==> config.mk <==
export PLATFORM = sky130hd
export DESIGN_NAME = ddr3_native_arbiter
export DESIGN_NICKNAME = d
export VERILOG_FILES = /design/src/rtl/ddr3_native_pkg.sv /design/src/rtl/ddr3_native_arbiter.sv
export SDC_FILE = /design/constraint.sdc
export NUM_CORES = 1
export LEC_CHECK = 0
export ABC_AREA = 1
export CAP_MARGIN = 0
export CORE_AREA = 2 2 446 448
export DETAILED_ROUTE_END_ITERATION = 12
export DIE_AREA = 0 0 448 450
export GPL_TIMING_DRIVEN = 1
export SYNTH_ARGS = -nofsm -noshare
export SYNTH_HDL_FRONTEND = slang
export SYNTH_SLANG_ARGS = --single-unit
export TNS_END_PERCENT = 10
==> constraint.sdc <==
create_clock -name clk -period 2.6 [get_ports clk]
set_input_delay 0.26 -clock clk [delete_from_list [all_inputs] [get_ports clk]]
set_output_delay 0.26 -clock clk [all_outputs]
set_load 0.01 [all_outputs]
==> src/rtl/ddr3_native_pkg.sv <==
// Shared definitions for the DDR3 native-port arbiter: MIG command codes, address step and the
// arbiter state encoding.
package ddr3_native_pkg;

  localparam logic [2:0] APP_CMD_WR = 3'b000;
  localparam logic [2:0] APP_CMD_RD = 3'b001;

  localparam int unsigned ADDR_STEP = 8;

  typedef enum logic [1:0] {
    StIdle   = 2'd0,
    StWrXfer = 2'd1,
    StRdXfer = 2'd2,
    StDone   = 2'd3
  } arb_state_e;

endpackage

==> src/rtl/ddr3_native_arbiter.sv <==
// Round-robin write/read burst arbiter between the DMA FIFO controller and the MIG native app port.
// One shared command-issue counter block serves both directions.
module ddr3_native_arbiter
  import ddr3_native_pkg::*;
#(
  parameter int unsigned ADDR_W    = 28,
  parameter int unsigned DATA_W    = 256,
  parameter int unsigned BL_W      = 8,
  parameter int unsigned ADDR_STEP = ddr3_native_pkg::ADDR_STEP
) (
  input  logic              clk,
  input  logic              rst_n,
  input  logic              init_calib_complete,
  input  logic              wr_data_req,
  input  logic              rd_data_req,
  output logic              wr_cmd_rden,
  input  logic [2:0]        wr_cmd_rdcmd,
  input  logic [BL_W-1:0]   wr_cmd_rdbl,
  input  logic [ADDR_W-1:0] wr_cmd_rdaddr,
  output logic              wr_fifo_rden,
  input  logic [DATA_W-1:0] wr_fifo_rdata,
  output logic              rd_cmd_rden,
  input  logic [2:0]        rd_cmd_rdcmd,
  input  logic [BL_W-1:0]   rd_cmd_rdbl,
  input  logic [ADDR_W-1:0] rd_cmd_rdaddr,
  output logic              rd_fifo_wren,
  output logic [DATA_W-1:0] rd_fifo_wdata,
  output logic [ADDR_W-1:0] app_addr,
  output logic [2:0]        app_cmd,
  output logic              app_en,
  input  logic              app_rdy,
  output logic [DATA_W-1:0] app_wdf_data,
  output logic              app_wdf_wren,
  output logic              app_wdf_end,
  input  logic              app_wdf_rdy,
  input  logic [DATA_W-1:0] app_rd_data,
  input  logic              app_rd_data_valid
);

  localparam logic [ADDR_W-1:0] AddrInc = ADDR_W'(ADDR_STEP);

  arb_state_e        state_q, state_d;
  logic [2:0]        cmd_q, cmd_d;
  logic [BL_W-1:0]   bl_q, bl_d;
  logic [ADDR_W-1:0] addr_q, addr_d;
  logic [BL_W:0]     cmd_cnt_q, cmd_cnt_d;
  logic [BL_W:0]     dat_cnt_q, dat_cnt_d;
  logic              wr_rden_q, wr_rden_d;
  logic              rd_rden_q, rd_rden_d;
  logic              burst_rd_q, burst_rd_d;
  logic              last_rd_q, last_rd_d;

  logic [BL_W:0] bl_ext, cmd_cnt_nxt, dat_cnt_nxt;
  logic          in_xfer, issue, cmd_fire, wr_beat, rd_beat, xfer_done, grant_wr, grant_rd;

  assign bl_ext      = {1'b0, bl_q};
  assign in_xfer     = (state_q == StWrXfer) || (state_q == StRdXfer);
  assign issue       = in_xfer && (cmd_cnt_q < bl_ext);
  assign cmd_fire    = issue && app_rdy;
  assign wr_beat     = (state_q == StWrXfer) && (dat_cnt_q < bl_ext) && app_wdf_rdy;
  assign rd_beat     = (state_q == StRdXfer) && (dat_cnt_q < bl_ext) && app_rd_data_valid;
  assign cmd_cnt_nxt = cmd_cnt_q + {{BL_W{1'b0}}, cmd_fire};
  assign dat_cnt_nxt = dat_cnt_q + {{BL_W{1'b0}}, (wr_beat | rd_beat)};
  // Completion counts this cycle's final command/beat so the exit is not delayed a cycle.
  assign xfer_done   = (cmd_cnt_nxt == bl_ext) && (dat_cnt_nxt == bl_ext);

  // Write wins unless it had the previous grant and a read is waiting.
  assign grant_wr = init_calib_complete && wr_data_req && (last_rd_q || !rd_data_req);
  assign grant_rd = init_calib_complete && rd_data_req && !grant_wr;

  always_comb begin
    state_d    = state_q;
    cmd_d      = cmd_q;
    bl_d       = bl_q;
    addr_d     = addr_q;
    cmd_cnt_d  = cmd_cnt_q;
    dat_cnt_d  = dat_cnt_q;
    wr_rden_d  = wr_rden_q;
    rd_rden_d  = rd_rden_q;
    burst_rd_d = burst_rd_q;
    last_rd_d  = last_rd_q;
    unique case (state_q)
      StIdle: begin
        if (grant_wr) begin
          cmd_d      = wr_cmd_rdcmd;
          bl_d       = wr_cmd_rdbl;
          addr_d     = wr_cmd_rdaddr;
          cmd_cnt_d  = '0;
          dat_cnt_d  = '0;
          wr_rden_d  = 1'b1;
          burst_rd_d = 1'b0;
          state_d    = StWrXfer;
        end else if (grant_rd) begin
          cmd_d      = rd_cmd_rdcmd;
          bl_d       = rd_cmd_rdbl;
          addr_d     = rd_cmd_rdaddr;
          cmd_cnt_d  = '0;
          dat_cnt_d  = '0;
          rd_rden_d  = 1'b1;
          burst_rd_d = 1'b1;
          state_d    = StRdXfer;
        end
      end
      StWrXfer, StRdXfer: begin
        cmd_cnt_d = cmd_cnt_nxt;
        dat_cnt_d = dat_cnt_nxt;
        if (cmd_fire) begin
          addr_d = addr_q + AddrInc;
        end
        if (xfer_done) begin
          wr_rden_d = 1'b0;
          rd_rden_d = 1'b0;
          state_d   = StDone;
        end
      end
      StDone: begin
        last_rd_d = burst_rd_q;
        state_d   = StIdle;
      end
      default: state_d = StIdle;
    endcase
  end

  always_ff @(posedge clk or negedge rst_n) begin
    if (!rst_n) begin
      state_q    <= StIdle;
      cmd_q      <= '0;
      bl_q       <= '0;
      addr_q     <= '0;
      cmd_cnt_q  <= '0;
      dat_cnt_q  <= '0;
      wr_rden_q  <= 1'b0;
      rd_rden_q  <= 1'b0;
      burst_rd_q <= 1'b0;
      last_rd_q  <= 1'b1;
    end else begin
      state_q    <= state_d;
      cmd_q      <= cmd_d;
      bl_q       <= bl_d;
      addr_q     <= addr_d;
      cmd_cnt_q  <= cmd_cnt_d;
      dat_cnt_q  <= dat_cnt_d;
      wr_rden_q  <= wr_rden_d;
      rd_rden_q  <= rd_rden_d;
      burst_rd_q <= burst_rd_d;
      last_rd_q  <= last_rd_d;
    end
  end

  assign wr_cmd_rden   = wr_rden_q;
  assign rd_cmd_rden   = rd_rden_q;
  assign app_en        = issue;
  assign app_addr      = addr_q;
  assign app_cmd       = cmd_q;
  assign wr_fifo_rden  = wr_beat;
  assign app_wdf_wren  = wr_beat;
  assign app_wdf_end   = wr_beat;
  assign app_wdf_data  = wr_fifo_rdata;
  assign rd_fifo_wren  = app_rd_data_valid;
  assign rd_fifo_wdata = app_rd_data;

endmodule

==> impl_metrics.toml, run 1 <==
[yosys]
ys_seq_elements = 63
ys.flop_type = "dfrtp_1"
syn_avg_cell_area_sq_um = 7.05
synthCells = 1218
netlist_top_cells_count = "518 x buf_4, 222 x nand2_1, 79 x nor2_1"
synthDistinctLibCells = 38
synth.area.top_cells = "buf_4 45%, dfrtp_1 18%, nand2_1 9.7%, nand3_1 3.6%, nor2_1 3.5%"
synth_area_sq_um = 8590
synth_warnings = 0
synth_edf_count = 0
synthMostInstantiatedCell = "buf_4"
synth-async-reset-ratio_pct = 100
synth_top_area_share_pct = 45.3
seq_area_frac_synth_pct = 18.4
synth_area_leader_cell = "buf_4"
synth_nets = 1839

[critical_path]
r2r_end = "wr_cmd_rden"
arrival_ns = 3.28
worstPathRequired_ns = 2.89
r2r_slack_ns = -0.38
crit_path_end_kind = "flop"
reg2regPathDepth = 25
slowest_stage = "dfrtp_1"
critical_path_class = "flop to flop"
r2r-start = "bl_q[4]"
startpoint_type = "flop"
endpoint = "wr_cmd_rden"
worst-path-max-fanout = 4
crit_path_max_incr_delay_ns = 0.40
critical_path.most_common_cell = "nand2_1"
startpoint = "bl_q[4]"

[layout]
multi_input_area_sq_um = 3040
syn_to_final_growth_pct = 22.7
finish.net_count = 1518
seqCellArea_sq_um = 1580
instances_no_fill = 3550
drive_above_1_share_pct = 19.5
fillCellCount = 23300
postLayoutCellArea_sq_um = 10500

[global_route]
grt_overflow = 0
grt_usage_pct = 8.88
grt_first_pass_wirelength_um = 107000
grt_pass1_vias = 6480
grt_max_degree = 40
antenna_found_initial = 20

[run_status]
violations = "setup timing"
status = "finished with violations"

[cts]
clockBufferDepth = 2
cts_tree = "yes"
clkSlewWorstSetupHoldPaths_ns = 0.07
clk-insertion-delay-late_ns = 0.40
cts-buffers-inserted = 9
htreeDepth = 3
cts_sinks = 63
root_buffer = "clkbuf_16"

[floorplan]
initial_utilization_pct = 4.37
die_w_um = 448
core_area_sq_um = 197000
pin_count = 1148
die_h_um = 450
die_area_sq_um = 202000
rows = 163

[sta]
hold_viol_final = 0
max_freq_ghz = 0.335
fin_skew_ns = 0.0156
slew-limit-headroom_pct = 66.1
setup_violations = 5
min_period_over_period_pct = 115
final.setup.worst_slack_ns = -0.385
rsz0062_at_grt = "yes"
finalMaxSlewViolations = 0
worst_pin_slew_ns = 0.503
layout_min_cycle_time_ns = 2.98

[power_and_ir_drop]
p_total_mw = 8.70
p_per_area_nw_per_um2 = 826
peakVddDrop_mv = 0.419
leakage_nw = 3.41

[drt]
drc_errors = 0
avgViaCountPerCell = 1.98
firstDrtPassIters = 6
first_iter_violations = 780
num_vias = 7042
antenna_left = 0
wl_per_cell_um = 26.3
routed_wl_um = 93500

[flow_run]
max_cap_viol_count = 0

[placement]
placed_cell_area_sq_um = 9880
post-place-ws_ns = -0.379
dpl.hpwl_um = 84900
placed_cells = 3515
io_buffer_count = 123
gp_congestion = 0.884

[hold_path]
hp-class = "primary input to flop"
[metal layers]
| metal | vias up | share of wire [%] | GRT usage (%) | routed length [um] |
|---|---|---|---|---|
| li1 | 2707 | - | - | - |
| met1 | 3086 | 24 | 6.21 | 22200 |
| met2 | 1005 | 38 | 11.6 | 35800 |
| met3 | 222 | 32 | 13.1 | 30100 |
| met4 | 22 | 5.3 | 4.89 | 4990 |
| met5 | - | 0.46 | 1.25 | 431 |
[placed cells by master, fill, tap and decap left out, types with 13 or more instances in the layout]
master,count
a21oi_1,13
buf_4,74
clkdlybuf4s50_1,117
dfrtp_1,62
ha_1,14
inv_1,51
nand2_1,212
nand2_2,14
nand3_1,61
nor2_1,74
o21ai_0,48
o22ai_1,16
[what timing repair did]
item | CTS | global route
hold buffers | 1 | 0
gates resized for setup | 30 | 23
pin swaps | 16 | 21
setup buffers | 8 | 2
hold endpoints to repair | 29 | 0
setup endpoints to repair | 8 | 21
[logic make-up (layout without fill, tap and decap cells)]
kind of cell | after synthesis | in the layout | share of synthesized area, %
compound gates | 112 | 112 | 7.31
xor+xnor | 16 | 16 | 1.79
fa+ha+maj | 23 | 23 | 3.35
buf+inv | 604 | 288 | 49.3
flops | 63 | 63 | 18.4
other cells | 0 | 8 | 0
simple gates | 400 | 400 | 19.9
[registers in the layout, summed over array words and instances (netlist names)]
name,cells
dat_cnt_q,9
cmd_cnt_q,9
state_q,2
app_addr,28
bl_q,8
app_cmd,3
last_rd_q,1
wr_cmd_rden,1
burst_rd_q,1
rd_cmd_rden,1
[final cells by class]
class                           count  share of cell area (%)
Multi-Input combinational cell    551                    28.8
Antenna cell                        8                   0.190
Clock inverter                      7                    1.21
Clock buffer                        9                    2.14
Sequential cell                    63                    15.0
Inverter                           63                    2.24
Tap cell                         2640                    31.4
Timing Repair Buffer              209                    19.0
[power by group]
| group | switching [mW] | leakage, nW | internal [mW] | total [mW] |
|---|---|---|---|---|
| logic | 3.09 | 2.45 | 2.22 | 5.31 |
| registers | 0.461 | 0.792 | 1.37 | 1.83 |
| clock network | 0.610 | 0.172 | 0.950 | 1.56 |
| total | 4.16 | 3.41 | 4.54 | 8.70 |
[stage by stage]
stage          hold WS (ns)  util [%]  setup TNS [ns]
4_1_cts               0.405      5.30           -1.32
3_5_place_dp          0.247      5.03           -1.48
5_1_grt               0.440      5.35           -2.81
3_3_place_gp          0.244      5.03           -1.37
6_report              0.440      5.36           -1.59
2_1_floorplan       -0.0356         -          -0.143
[how the worst min path moves through the flow]
| stage | endpoint | cells after the start | startpoint |
|---|---|---|---|
| 2_1_floorplan | app_addr[0] | 0 | rst_n |
| 3_3_place_gp | app_cmd[1] | 1 | rst_n |
| 3_5_place_dp | app_cmd[1] | 1 | rst_n |
| 4_1_cts | app_cmd[0] | 3 | rd_cmd_rdcmd[0] |
| 5_1_grt | app_cmd[0] | 3 | rd_cmd_rdcmd[0] |
| 6_report | app_cmd[2] | 3 | rd_cmd_rdcmd[2] |
[critical path, delay by kind of cell (launching register included)]
kind	cells	cell delay, ns
flops	1	0.40
buf+inv	4	0.40
fa+ha+maj	3	0.49
simple gates	15	1.19
compound gates	3	0.40
Power figures use the tool's default switching activity.
==> run 2, diff against run 1 <==
--- a/constraint.sdc
+++ b/constraint.sdc
@@ -3,2 +3,2 @@
 set_output_delay 0.26 -clock clk [all_outputs]
-set_load 0.01 [all_outputs]
+set_load 0.02 [all_outputs]
==> impl_metrics.toml, run 2 (synthesized netlist as in run 1, its figures left out) <==
[run_status]
status = "finished with violations"
violations = "setup timing"

[floorplan]
die_h_um = 450
initial_utilization_pct = 4.37
rows = 163
core_area_sq_um = 197000
die_w_um = 448
die_area_sq_um = 202000
pin_count = 1148

[sta]
hold_viol_final = 0
slew-limit-headroom_pct = 70.9
finalMaxSlewViolations = 0
min_period_over_period_pct = 110
fin_skew_ns = 0.0207
rsz0062_at_grt = "yes"
worst_pin_slew_ns = 0.436
max_freq_ghz = 0.349
setup_violations = 4
layout_min_cycle_time_ns = 2.86
final.setup.worst_slack_ns = -0.264

[drt]
avgViaCountPerCell = 1.98
num_vias = 7014
drc_errors = 0
first_iter_violations = 696
firstDrtPassIters = 5
antenna_left = 0
routed_wl_um = 93900
wl_per_cell_um = 26.5

[critical_path]
worstPathRequired_ns = 2.87
reg2regPathDepth = 24
r2r-start = "bl_q[2]"
worst-path-max-fanout = 4
startpoint_type = "flop"
arrival_ns = 3.14
crit_path_end_kind = "flop"
r2r_end = "rd_cmd_rden"
r2r_slack_ns = -0.26
critical_path_class = "flop to flop"

[layout]
seqCellArea_sq_um = 1580
fillCellCount = 23400
largest_reg_flops = 28
syn_to_final_growth_pct = 22.0
multi_input_area_sq_um = 3050
final_cell_mix = "216 x nand2_1, 117 x clkdlybuf4s50_1, 76 x nor2_1"
drive_above_1_share_pct = 19.6
final_common_cell = "nand2_1"
postLayoutCellArea_sq_um = 10500
finish.net_count = 1515

[global_route]
grt_max_degree = 40
grt_pass1_vias = 6654
antenna_found_initial = 17
grt_first_pass_wirelength_um = 107000
grt_overflow = 0
grt_usage_pct = 8.91

[power_and_ir_drop]
power_switching_mw = 4.41
share_comb_of_total_power_pct = 62.7
swShare_pct = 50.1
p_per_area_nw_per_um2 = 840
leakage_nw = 3.38
peakVddDrop_mv = 0.433
p_int_mw = 4.39
clock_power_share_pct = 16.5
seqPwrFrac_pct = 20.8

[cts]
root_buffer = "clkbuf_16"
clockBufferDepth = 2
cts_sinks = 63
htreeDepth = 3
cts-buffers-inserted = 9
clkSlewWorstSetupHoldPaths_ns = 0.08
cts_tree = "yes"
clk-insertion-delay-late_ns = 0.40

[hold_path]
min_from = "rd_cmd_rdbl[0]"
whs_path_depth = 3
hold_path_end = "bl_q[0]"
hp-class = "primary input to flop"

[placement]
placed_cell_area_sq_um = 9850
dpl.hpwl_um = 85400
post-place-ws_ns = -0.355
gp_congestion = 0.894
io_buffer_count = 123

[flow_run]
max_cap_viol_count = 0
## run 2: changes by cell type in the layout (fill, tap and decap cells not counted), sizes merged
cell / change
clkinv: -1
inv: +1
clkinvlp: +1
buf: -2
clkdlybuf4s15: -2
clkbuf: +1
bufinv: -1
## run 2: layer usage
metal  wire length (um)  GRT usage (%)  up-vias  share of wire (%)
met4               5430           4.95       22                5.8
met5                752           2.48        -               0.80
met3              28800           12.6      217                 31
met2              35700           11.7      958                 38
li1                   -              -     2699                  -
met1              23100           6.44     3118                 25
## run 2: worst max path at each step
stage	startpoint	slack, ns	endpoint
finish	bl_q[2]	-0.26	rd_cmd_rden
global route	bl_q[2]	-0.50	rd_cmd_rden
CTS	bl_q[4]	-0.24	rd_cmd_rden
detailed placement	bl_q[2]	-0.35	state_q[0]
global placement	bl_q[2]	-0.29	state_q[1]
floorplan	cmd_cnt_q[2]	-0.04	rd_cmd_rden
## run 2: critical path: stages (launching register included)
cell and delay (ns):
dfrtp_1 0.40, inv_2 0.12, ha_4 0.22, a21oi_2 0.15, o21ai_2 0.09, a21oi_2 0.17, nand4_1 0.14, inv_2 0.10
ha_4 0.14, ha_4 0.16, nand2_4 0.07, nor2_4 0.12, nand2_1 0.06, nand2_1 0.06, nand2_1 0.06, inv_2 0.05
nand2_1 0.05, nor2_1 0.09, nand2_1 0.06, nor2_1 0.09, nand2_1 0.07, nand2_2 0.10, nand2_1 0.07, nand2_1 0.06
nand2_1 0.05
## run 2: power groups by stage
stage / Sequential [mW] / Combinational (mW) / Clock (mW)
final: 1.83 / 5.51 / 1.45
after global routing: 1.86 / 6.00 / 1.52
after CTS: 1.82 / 5.51 / 1.51
after detailed placement: 1.83 / 5.40 / 0
after global placement: 1.82 / 5.34 / 0
after floorplan: 2.00 / 3.65 / 0
## run 2: stage by stage
| step | hold slack [ns] | instances | util (%) | power (mW) | TNS (ns) |
|---|---|---|---|---|---|
| finish | 0.426 | 3547 | 5.33 | 8.79 | -1.02 |
| global route | 0.445 | 3541 | 5.32 | 9.38 | -2.49 |
| CTS | 0.392 | 3537 | 5.28 | 8.84 | -0.947 |
| detailed placement | 0.233 | 3513 | 5.01 | 7.22 | -1.39 |
| global placement | 0.223 | 3513 | 5.01 | 7.16 | -1.16 |
| floorplan | -0.0356 | 1218 | - | 5.65 | -0.148 |
## run 2: final cells by class
| cell class | count | share of cell area (%) |
|---|---|---|
| inverter | 63 | 2.26 |
| clock buffer | 9 | 2.15 |
| timing repair buffer | 206 | 18.7 |
| tap | 2640 | 31.5 |
| clock inverter | 7 | 0.979 |
| antenna | 8 | 0.191 |
| multi-input combinational | 551 | 29.1 |
| sequential | 63 | 15.1 |
## run 2: what timing repair did
action	4_1_cts	5_1_grt
pin swaps	20	5
setup buffers	7	2
resized for setup	39	21
hold buffers	1	0
hold endpoints to repair	15	0
setup endpoints to repair	9	16
==> run 3, diff against run 2 <==
CORE_AREA = 2 2 441 443   (was 2 2 446 448)
DIE_AREA = 0 0 443 445   (was 0 0 448 450)
REMOVE_ABC_BUFFERS = 1   (was unset)
clock period = 3.5 ns   (was 2.6 ns; I/O delays follow)
==> impl_metrics.toml, run 3 (synthesized netlist as in run 1, its figures left out) <==
[cts]
cts_sinks = 63
clockBufferDepth = 2
clkSlewWorstSetupHoldPaths_ns = 0.06
root_buffer = "clkbuf_16"
clk-insertion-delay-late_ns = 0.34
cts_tree = "yes"
postCtsHoldBufs = 0
cts-buffers-inserted = 9
htreeDepth = 3

[critical_path]
worst-path-max-fanout = 4
worstPathRequired_ns = 3.73
crit_path_end_kind = "flop"
critical_path_class = "flop to flop"
startpoint_type = "flop"
arrival_ns = 3.41

[layout]
finish.net_count = 1441
fillCellCount = 22700
drive_above_1_share_pct = 7.27
largest_reg_flops = 28
syn_to_final_growth_pct = 9.02
final_cell_mix = "222 x nand2_1, 121 x clkdlybuf4s50_1, 79 x nor2_1"
final_common_cell = "nand2_1"

[floorplan]
die_area_sq_um = 197000
die_w_um = 443
core_area_sq_um = 192000
pin_count = 1148
die_h_um = 445
initial_utilization_pct = 4.47
rows = 161

[placement]
gp_congestion = 1.32
post-place-ws_ns = 0.324
io_buffer_count = 123
dpl.hpwl_um = 306000

[sta]
holdWs_ns = 0.138
max_freq_ghz = 0.314
final.setup.worst_slack_ns = 0.318
min_period_over_period_pct = 90.9
layout_min_cycle_time_ns = 3.18
fin_skew_ns = 0.0113
setup_violations = 0
worst_pin_slew_ns = 0.929
finalMaxSlewViolations = 0
slew-limit-headroom_pct = 37.9
hold_viol_final = 0

[power_and_ir_drop]
p_total_mw = 5.58
peakVddDrop_mv = 0.496
p_per_area_nw_per_um2 = 596
leakage_nw = 2.93

[drt]
wl_per_cell_um = 93.2
antenna_left = 0
firstDrtPassIters = 5
avgViaCountPerCell = 2.64
first_iter_violations = 1011
routed_wl_um = 312000
drc_errors = 0
num_vias = 8844

[global_route]
grt_overflow = 0
grt_usage_pct = 30.6
grt_max_degree = 40
antenna_found_initial = 3
grt_first_pass_wirelength_um = 328000
grt_pass1_vias = 6470

[flow_run]
max_cap_viol_count = 0

[hold_path]
hp-class = "primary input to async pin"

[run_status]
status = "finished, final reports clean"
==> run 3: worst paths after layout <==
| path | startpoint | endpoint | slack (ns) | depth (start not counted) |
|---|---|---|---|---|
| worst max-delay path | bl_q[6] | state_q[1] | 0.32 | 21 |
| worst min-delay path | rst_n | bl_q[1] | 0.14 | 1 |
| worst max register to register | bl_q[6] | state_q[1] | 0.32 | 21 |
| worst min register to register | app_addr[1] | app_addr[1] | 0.48 | 2 |
| max in group asynchronous | rst_n | app_addr[12] | 2.42 | 2 |
| min in group clk | app_addr[1] | app_addr[1] | 0.48 | 2 |
==> run 3: area by class of cell <==
| type | count | area (sq um) | share of cell area (%) |
|---|---|---|---|
| Antenna cell | 1 | 2.50 | 0.0267 |
| Clock buffer | 9 | 225 | 2.41 |
| Clock inverter | 7 | 72.6 | 0.775 |
| Inverter | 63 | 236 | 2.53 |
| Multi-Input combinational cell | 551 | 2800 | 29.9 |
| Sequential cell | 63 | 1580 | 16.9 |
| Tap cell | 2526 | 3160 | 33.8 |
| Timing Repair Buffer | 132 | 1290 | 13.8 |
==> run 3: what timing repair did <==
action,CTS,global route
setup buffers,0,1
hold endpoints to repair,0,0
setup endpoints to repair,0,4
resized for setup,0,3
==> run 3: stage by stage <==
step	utilization (%)	TNS, ns	cells	cell area (sq um)
after floorplan	-	-5.37	677	4590
final	4.88	0	3352	9360
after global placement	4.71	0	3334	9040
after CTS	4.87	0	3350	9340
after detailed placement	4.71	0	3334	9040
after global routing	4.88	-0.167	3351	9360
==> run 3: power by group <==
part / total, mW / switching, mW / leakage, nW / internal, mW
Combinational: 3.32 / 2.17 / 1.99 / 1.15
Clock: 0.920 / 0.368 / 0.142 / 0.552
Sequential: 1.34 / 0.317 / 0.792 / 1.02
==> run 3: critical path, stage by stage, from the launching register on <==
cell and delay (ns):
dfrtp_1 0.38, inv_1 0.10, ha_1 0.32, a21oi_1 0.15, o211ai_1 0.14, a21oi_2 0.16, nand4_1 0.14, inv_1 0.09
ha_1 0.19, ha_2 0.24, nand3_2 0.12, nor2_2 0.17, xor2_1 0.21, nand2_1 0.07, nand2_1 0.07, nand2_1 0.05
nor2_1 0.10, nand2_1 0.10, nand2_2 0.09, nand2_1 0.07, nand2_1 0.08, nand2_1 0.05
==> run 3: per-layer routing <==
metal | vias to the layer above | GRT usage (%) | share of wire [%]
li1 | 2537 | - | -
met1 | 3498 | 3.08 | 4.2
met2 | 2481 | 57.5 | 53
met3 | 240 | 48.9 | 33
met4 | 88 | 18.4 | 7.5
met5 | - | 26.2 | 2.3
